--- src/rtl/out_byte_uart_tx.sv ---
// Byte-strobe to UART bridge: a small FIFO buffers strobed bytes, which are then
// shifted out as 8N1 frames, LSB first, at a fixed clocks-per-bit divider.
module out_byte_uart_tx #(
    parameter int CLKS_PER_BIT = 868,
    parameter int FIFO_AW      = 4
) (
    input  logic               clk,
    input  logic               resetn,
    input  logic [7:0]         in_byte,
    input  logic               in_byte_en,
    input  logic               overflow_clr,
    output logic               uart_tx,
    output logic               tx_busy,
    output logic [FIFO_AW:0]   fifo_level,
    output logic               fifo_full,
    output logic               overflow
);

    localparam int                DEPTH_C      = 1 << FIFO_AW;
    localparam logic [FIFO_AW:0]  FULL_LEVEL_C = {1'b1, {FIFO_AW{1'b0}}};
    localparam logic [FIFO_AW:0]  PTR_ONE_C    = {{FIFO_AW{1'b0}}, 1'b1};
    localparam logic [15:0]       BIT_LAST_C   = 16'(CLKS_PER_BIT - 1);

    typedef enum logic [1:0] {
        IDLE_S  = 2'd0,
        START_S = 2'd1,
        DATA_S  = 2'd2,
        STOP_S  = 2'd3
    } state_t;

    logic [7:0]       mem_r [DEPTH_C];
    logic [FIFO_AW:0] wr_ptr_r;
    logic [FIFO_AW:0] rd_ptr_r;
    logic             overflow_r;
    state_t           state_r;
    state_t           state_n_s;
    logic [15:0]      baud_cnt_r;
    logic [15:0]      baud_cnt_n_s;
    logic [2:0]       bit_idx_r;
    logic [2:0]       bit_idx_n_s;
    logic [7:0]       shifter_r;
    logic [7:0]       shifter_n_s;
    logic             tx_r;
    logic             tx_n_s;
    logic             pop_s;

    // Full/push decisions use the pre-edge level, so a same-edge pop never frees a slot.
    logic [FIFO_AW:0] level_s;
    logic             full_s;
    logic             push_s;
    logic             ovf_set_s;
    logic             bit_end_s;
    assign level_s   = wr_ptr_r - rd_ptr_r;
    assign full_s    = (level_s == FULL_LEVEL_C);
    assign push_s    = in_byte_en & ~full_s;
    assign ovf_set_s = in_byte_en & full_s;
    assign bit_end_s = (baud_cnt_r == BIT_LAST_C);

    // FIFO storage and pointers
    always_ff @(posedge clk or negedge resetn) begin
        if (!resetn) begin
            wr_ptr_r <= '0;
            rd_ptr_r <= '0;
            for (int i = 0; i < DEPTH_C; i++) begin
                mem_r[i] <= 8'h00;
            end
        end else begin
            if (push_s) begin
                mem_r[wr_ptr_r[FIFO_AW-1:0]] <= in_byte;
                wr_ptr_r <= wr_ptr_r + PTR_ONE_C;
            end
            if (pop_s) begin
                rd_ptr_r <= rd_ptr_r + PTR_ONE_C;
            end
        end
    end

    // Sticky overflow flag; a set on the same edge as a clear takes priority
    always_ff @(posedge clk or negedge resetn) begin
        if (!resetn) begin
            overflow_r <= 1'b0;
        end else if (ovf_set_s) begin
            overflow_r <= 1'b1;
        end else if (overflow_clr) begin
            overflow_r <= 1'b0;
        end
    end

    // Serialiser state registers
    always_ff @(posedge clk or negedge resetn) begin
        if (!resetn) begin
            state_r    <= IDLE_S;
            baud_cnt_r <= 16'd0;
            bit_idx_r  <= 3'd0;
            shifter_r  <= 8'h00;
            tx_r       <= 1'b1;
        end else begin
            state_r    <= state_n_s;
            baud_cnt_r <= baud_cnt_n_s;
            bit_idx_r  <= bit_idx_n_s;
            shifter_r  <= shifter_n_s;
            tx_r       <= tx_n_s;
        end
    end

    // Next-state logic; the line value is computed alongside so it stays registered
    always_comb begin
        state_n_s    = state_r;
        baud_cnt_n_s = baud_cnt_r;
        bit_idx_n_s  = bit_idx_r;
        shifter_n_s  = shifter_r;
        tx_n_s       = tx_r;
        pop_s        = 1'b0;
        case (state_r)
            IDLE_S: begin
                tx_n_s       = 1'b1;
                baud_cnt_n_s = 16'd0;
                if (level_s != '0) begin
                    pop_s       = 1'b1;
                    shifter_n_s = mem_r[rd_ptr_r[FIFO_AW-1:0]];
                    state_n_s   = START_S;
                    tx_n_s      = 1'b0;
                end else begin
                    state_n_s = IDLE_S;
                end
            end
            START_S: begin
                if (bit_end_s) begin
                    baud_cnt_n_s = 16'd0;
                    bit_idx_n_s  = 3'd0;
                    state_n_s    = DATA_S;
                    tx_n_s       = shifter_r[0];
                end else begin
                    baud_cnt_n_s = baud_cnt_r + 16'd1;
                end
            end
            DATA_S: begin
                if (bit_end_s) begin
                    baud_cnt_n_s = 16'd0;
                    shifter_n_s  = {1'b0, shifter_r[7:1]};
                    if (bit_idx_r == 3'd7) begin
                        state_n_s = STOP_S;
                        tx_n_s    = 1'b1;
                    end else begin
                        bit_idx_n_s = bit_idx_r + 3'd1;
                        tx_n_s      = shifter_r[1];
                    end
                end else begin
                    baud_cnt_n_s = baud_cnt_r + 16'd1;
                end
            end
            STOP_S: begin
                if (bit_end_s) begin
                    baud_cnt_n_s = 16'd0;
                    // Back-to-back frames: reload straight into START without an idle cycle
                    if (level_s != '0) begin
                        pop_s       = 1'b1;
                        shifter_n_s = mem_r[rd_ptr_r[FIFO_AW-1:0]];
                        state_n_s   = START_S;
                        tx_n_s      = 1'b0;
                    end else begin
                        state_n_s = IDLE_S;
                        tx_n_s    = 1'b1;
                    end
                end else begin
                    baud_cnt_n_s = baud_cnt_r + 16'd1;
                end
            end
            default: begin
                state_n_s    = IDLE_S;
                baud_cnt_n_s = 16'd0;
                tx_n_s       = 1'b1;
            end
        endcase
    end

    assign uart_tx    = tx_r;
    assign tx_busy    = (state_r != IDLE_S);
    assign fifo_level = level_s;
    assign fifo_full  = full_s;
    assign overflow   = overflow_r;

endmodule

--- config.mk ---
export PLATFORM = sky130hd
export DESIGN_NAME = out_byte_uart_tx
export DESIGN_NICKNAME = d
export VERILOG_FILES = /design/src/rtl/out_byte_uart_tx.sv
export SDC_FILE = /design/constraint.sdc
export NUM_CORES = 1
export LEC_CHECK = 0
export CAP_MARGIN = 40
export CORE_MARGIN = 8
export CORE_UTILIZATION = 35
export CTS_CLUSTER_SIZE = 24
export DETAILED_ROUTE_END_ITERATION = 12
export HOLD_SLACK_MARGIN = 0.15
export PLACE_DENSITY_LB_ADDON = 0.1
export REMOVE_ABC_BUFFERS = 1
export SLEW_MARGIN = 20
export SYNTH_ARGS = -nofsm -noshare
export SYNTH_HDL_FRONTEND = slang
export SYNTH_SLANG_ARGS = --single-unit
--- constraint.sdc ---
create_clock -name clk -period 2.75 [get_ports clk]
set_input_delay 0.6875 -clock clk [delete_from_list [all_inputs] [get_ports clk]]
set_output_delay 0.6875 -clock clk [all_outputs]
set_load 0.05 [all_outputs]
Yosys cells after proc, flatten, opt, wreduce, memory -nomap -nowiden
Cells that the tools add are included.
Word-level totals
  register bits after elaboration: 169
  output and inout bits: 9
  word-level logic and storage cells: 93
Cells by class
  add/subtract/negate cells: 5
  order comparisons: 3
  eq/ne operators: 11
  muxes and demuxes: 33
  bitwise operators: 5
  reductions and logical operators: 12
Operators with widths (number)
  $bwmux W128: 1
  $mux W8: 6
  $bmux W8 S4: 1
  $demux W8 S4: 1
  $pmux W16 S2: 1
  $pmux W8 S3: 1
  $add A16 B1 Y16 const B: 1
  $eq A16 B10 Y1 const B: 1
  $mux W16: 1
  $add A5 B1 Y5 const B: 2
  $ge A5 B5 Y1 const B: 2
  $mux W1: 10
  $ne A2 B2 Y1 const B: 5
  $not A4 Y5: 2
  $mux W3: 3
  $mux W2: 4
  $pmux W2 S4: 1
  $reduce_and A4 Y1: 2
  $pmux W3 S2: 1
  $reduce_and A3 Y1: 2
  $reduce_bool A2 Y1: 3
  $eq A5 B5 Y1 const B: 1
  $lt A5 B1 Y1 const B: 1
  $reduce_bool A5 Y1: 1
  13 further kinds: 15

Depth between registers and ports, before layout
  depth in word-level cells: 7
  depth in mapped cells: 11
  gate-level depth less buffers: 10

Least setup slack after synthesis
No wires, ideal clock.
  kind: register -> output
  start point: register wr_ptr_r[0]
  end point: output port fifo_full
  arrival time: 2412 ps
  data required time: 2062 ps
  slack: -350 ps
  stages on the path, launching flop included: 9
  path buffers: 0
  cells stage by stage: dfrtp_1 > inv_1 > ha_1 > fa_1 > xor2_1 > inv_1 > a211o_1 > nand2_1 > and2_1
On the way
  cells in the longest elaborated chain, start to end: 2
RTL lines
  start: declaration: RTL line 32  | logic [FIFO_AW:0] wr_ptr_r;
  start signal: assignment: RTL line 70  | wr_ptr_r <= wr_ptr_r + PTR_ONE_C;
  $sub A5 B5 Y5: RTL line 53  | assign level_s = wr_ptr_r - rd_ptr_r;
  net fifo_level[2]: RTL line 14  | output logic [FIFO_AW:0] fifo_level,
  $eq A5 B5 Y1: RTL line 54  | assign full_s = (level_s == FULL_LEVEL_C);
  end: declaration: RTL line 15  | output logic fifo_full,
The timed path passes the listed nets, and every way through them passes these cells.

Worst setup path in the final report
  start point: register rd_ptr_r[0]
  end point: output port fifo_full
On the way
  cells in the longest elaborated chain, start to end: 2
RTL lines
  start: declaration: RTL line 33  | logic [FIFO_AW:0] rd_ptr_r;
  start signal: assignment: RTL line 73  | rd_ptr_r <= rd_ptr_r + PTR_ONE_C;
  $sub A5 B5 Y5: RTL line 53
  $eq A5 B5 Y1: RTL line 54
No other way between the ends.

==> results.py <==
metrics = {
    "floorplanning": {
        "io_pins": 21,
        "die_width_um": 169,
        "fp.coreArea_mm2": 0.0232,
        "start_util": 0.353,
        "die_h_um": 169,
        "die-area_mm2": 0.0285,
        "fp-row-count": 56,
    },
    "grt": {
        "grt_pass1_vias": 5421,
        "grt_max_degree": 57,
        "grtUsageTotal": 0.151,
        "gr-total-overflow": 0,
        "grt_pass1_wl_um": 32600,
        "antenna_found_initial": 0,
    },
    "clock_network": {
        "clock_path_buffers": 2,
        "hold_buffers": 0,
        "clk_latency_ns": 0.43,
        "cts.htree.levels": 4,
        "cts_tree": "yes",
        "numCtsBuffers": 17,
        "clk_pin_slew_worst_paths_ns": 0.07,
        "clock-sinks": 169,
        "clk_root_buffer_cell": "clkbuf_16",
    },
    "yosys": {
        "synth_top_area_share": 0.513,
        "netlist_top_cells_count": "dfrtp_1 (168), mux2_2 (137), nor2_1 (29)",
        "yosysMostFrequentCell": "dfrtp_1",
        "synth.top_cells.by_area": "dfrtp_1 (51%), mux2_2 (19%), mux4_2 (7.4%)",
        "yosys_warnings": 0,
        "synth_edf_count": 0,
        "async_flop_share": 1.00,
        "syn_inst": 592,
        "ys_types": 54,
        "synth-main-ff-cell": "dfrtp_1",
        "yosysTopAreaCell": "dfrtp_1",
        "avgSynthCellArea_um2": 13.8,
        "yosys_register_bits": 169,
        "seq_area_frac_synth": 0.517,
        "syn_area_mm2": 0.00819,
    },
    "status": {
        "outcome": "finished, violations left",
        "violations": "negative setup slack",
    },
    "critical_path": {
        "cpLargestDelayFamily": "adder cells",
        "worst-endpoint-arrival_ns": 2.31,
        "worstPathRequired_ns": 2.06,
        "crit_path_max_fanout": 2,
        "startpoint_type": "register",
        "slowest_stage": "dfrtp_2",
        "timing.rr.end": "mem_r[28]",
        "critical_path_class": "reg2out",
        "critPathCaptureType": "output pin",
        "worstSetupEndpoint": "fifo_full",
        "r2r_cells": 13,
        "slowest_delay_ns": 0.43,
        "cp.buffers_inverters": 2,
        "ff2ff_setup_slack_ns": -0.22,
        "rr_startpoint": "rd_ptr_r[0]",
        "crit_chain": "ha_4, fa_2, xor2_2, inv_1, a211o_1, nand2_2, and2_4, buf_12",
        "worstSetupStartpoint": "rd_ptr_r[0]",
        "cp_num_cells": 8,
    },
    "cells_and_area": {
        "antenna_cells": 0,
        "nets": 680,
        "areaGrowthSynthToFinish_pct": 22.1,
        "drive_gt1_frac": 0.431,
        "fin_util": 0.431,
        "fin_cells": 983,
    },
    "sta": {
        "setup_ws_ns": -0.248,
        "tightest_slew_ns": 0.829,
        "max_freq_ghz": 0.334,
        "setup_violations": 131,
        "rsz0062_at_grt": "yes",
        "final-max-slew-violation-count": 0,
        "hold_viol": 0,
        "fin_skew_ns": 0.0105,
        "setup_tns_ns": -17.41,
        "finalCritPeriodShare": 1.09,
        "slew-limit-headroom": 0.446,
        "post-route-min-period_ns": 3.00,
    },
    "routing": {
        "dr.pass1.iters": 4,
        "ant_nets": 0,
        "wl_per_cell_um": 21.0,
        "route.vias.total": 5052,
        "wirelength_um": 20700,
        "viasPerCell": 5.14,
        "drt_iter0_markers": 286,
        "drcViolationCount": 0,
    },
    "flow_run": {
        "drv_cap": 0,
    },
    "power": {
        "p_leak_nw": 4.34,
        "power_density_mw_per_mm2": 1360,
        "ir_worst_vdd_uv": 1310,
    },
    "placement": {
        "gp_congestion": 0.769,
        "portBuffers": 20,
        "dp_slack_ns": -0.0645,
        "dp_hpwl_um": 13300,
        "placedCellCount": 930,
    },
    "hold_path": {
        "hold_class": "in2async",
    },
}
-- cells by family after synthesis --
group,after synthesis,synth area share
multiplexers,178,0.280
AO/OA/AOI/OAI,51,0.0439
buffers and inverters,43,0.0240
XOR/XNOR,26,0.0287
adder cells (fa/ha/maj),17,0.0269
flip-flops,169,0.517
AND/OR/NAND/NOR,108,0.0802
-- final cells by class --
class	count	area (um2)
Inverter	15	56.3
Fill cell	2139	13200
Sequential cell	169	4230
Clock buffer	17	425
Tap cell	319	399
Multi-Input combinational cell	380	3940
Clock inverter	15	180
Timing Repair Buffer	68	761
-- per-stage QoR --
stage,instance area (um2),power [W],hold slack (ns)
final,10000,0.0136,0.212
after CTS,9870,0.0135,0.244
after floorplan,8050,0.00823,0.392
after global placement,8950,0.0103,0.478
after global routing,10000,0.0144,0.246
after detailed placement,8950,0.0104,0.481
-- power by group --
part	internal, W	switching (W)
combinational	0.00352	0.00341
sequential	0.00361	0.000586
clock	0.00138	0.00111
total	0.00851	0.00511
-- cell usage in the layout (no fill, tap or decap), types with 12 or more instances in the layout --
cell             Yosys  routed
inv_1               13      12
nand2_1             15      14
dfrtp_1            168     166
nor2_1              29      29
xor2_1              14      13
a21oi_1             17      16
buf_4                2      36
nand3_4              0      12
clkbuf_16            0      19
mux2i_1             14      14
mux4_2              27      27
mux2_2             137     133
clkdlybuf4s50_1      0      12
nand3_1             14      14
ha_1                16      15
-- how the worst min path moves through the flow --
stage                     to   startpoint  cells past startpoint
2_1_floorplan  baud_cnt_r[0]       resetn                      0
3_3_place_gp     rd_ptr_r[4]  rd_ptr_r[4]                      1
3_5_place_dp     rd_ptr_r[4]  rd_ptr_r[4]                      1
4_1_cts             overflow       resetn                      1
5_1_grt             overflow       resetn                      1
6_report            overflow       resetn                      1
-- timing repair --
| item | 4_1_cts | 5_1_grt |
|---|---|---|
| endpoints found under the hold margin | 0 | 0 |
| endpoints found under the setup margin | 101 | 144 |
| buffers inserted | 9 | 10 |
| gates cloned | 3 | 1 |
| resized for setup | 27 | 16 |
| pin swaps | 13 | 5 |
-- state kept, by name (all words and copies together) (netlist names) --
name	cells
state_r	2
shifter_r	8
baud_cnt_r	16
wr_ptr_r	5
bit_idx_r	3
overflow	1
rd_ptr_r	5
mem_r	128
uart_tx	1
-- metal layers --
layer | vias to the layer above | share of wire | global-route usage
met3 | 13 | 0.027 | 0.0324
met1 | 2684 | 0.48 | 0.202
li1 | 2291 | - | -
met5 | - | 0 | 0
met2 | 64 | 0.48 | 0.243
met4 | 0 | 0.014 | 0.0427
Note: power is estimated with default switching activity, not from simulation.
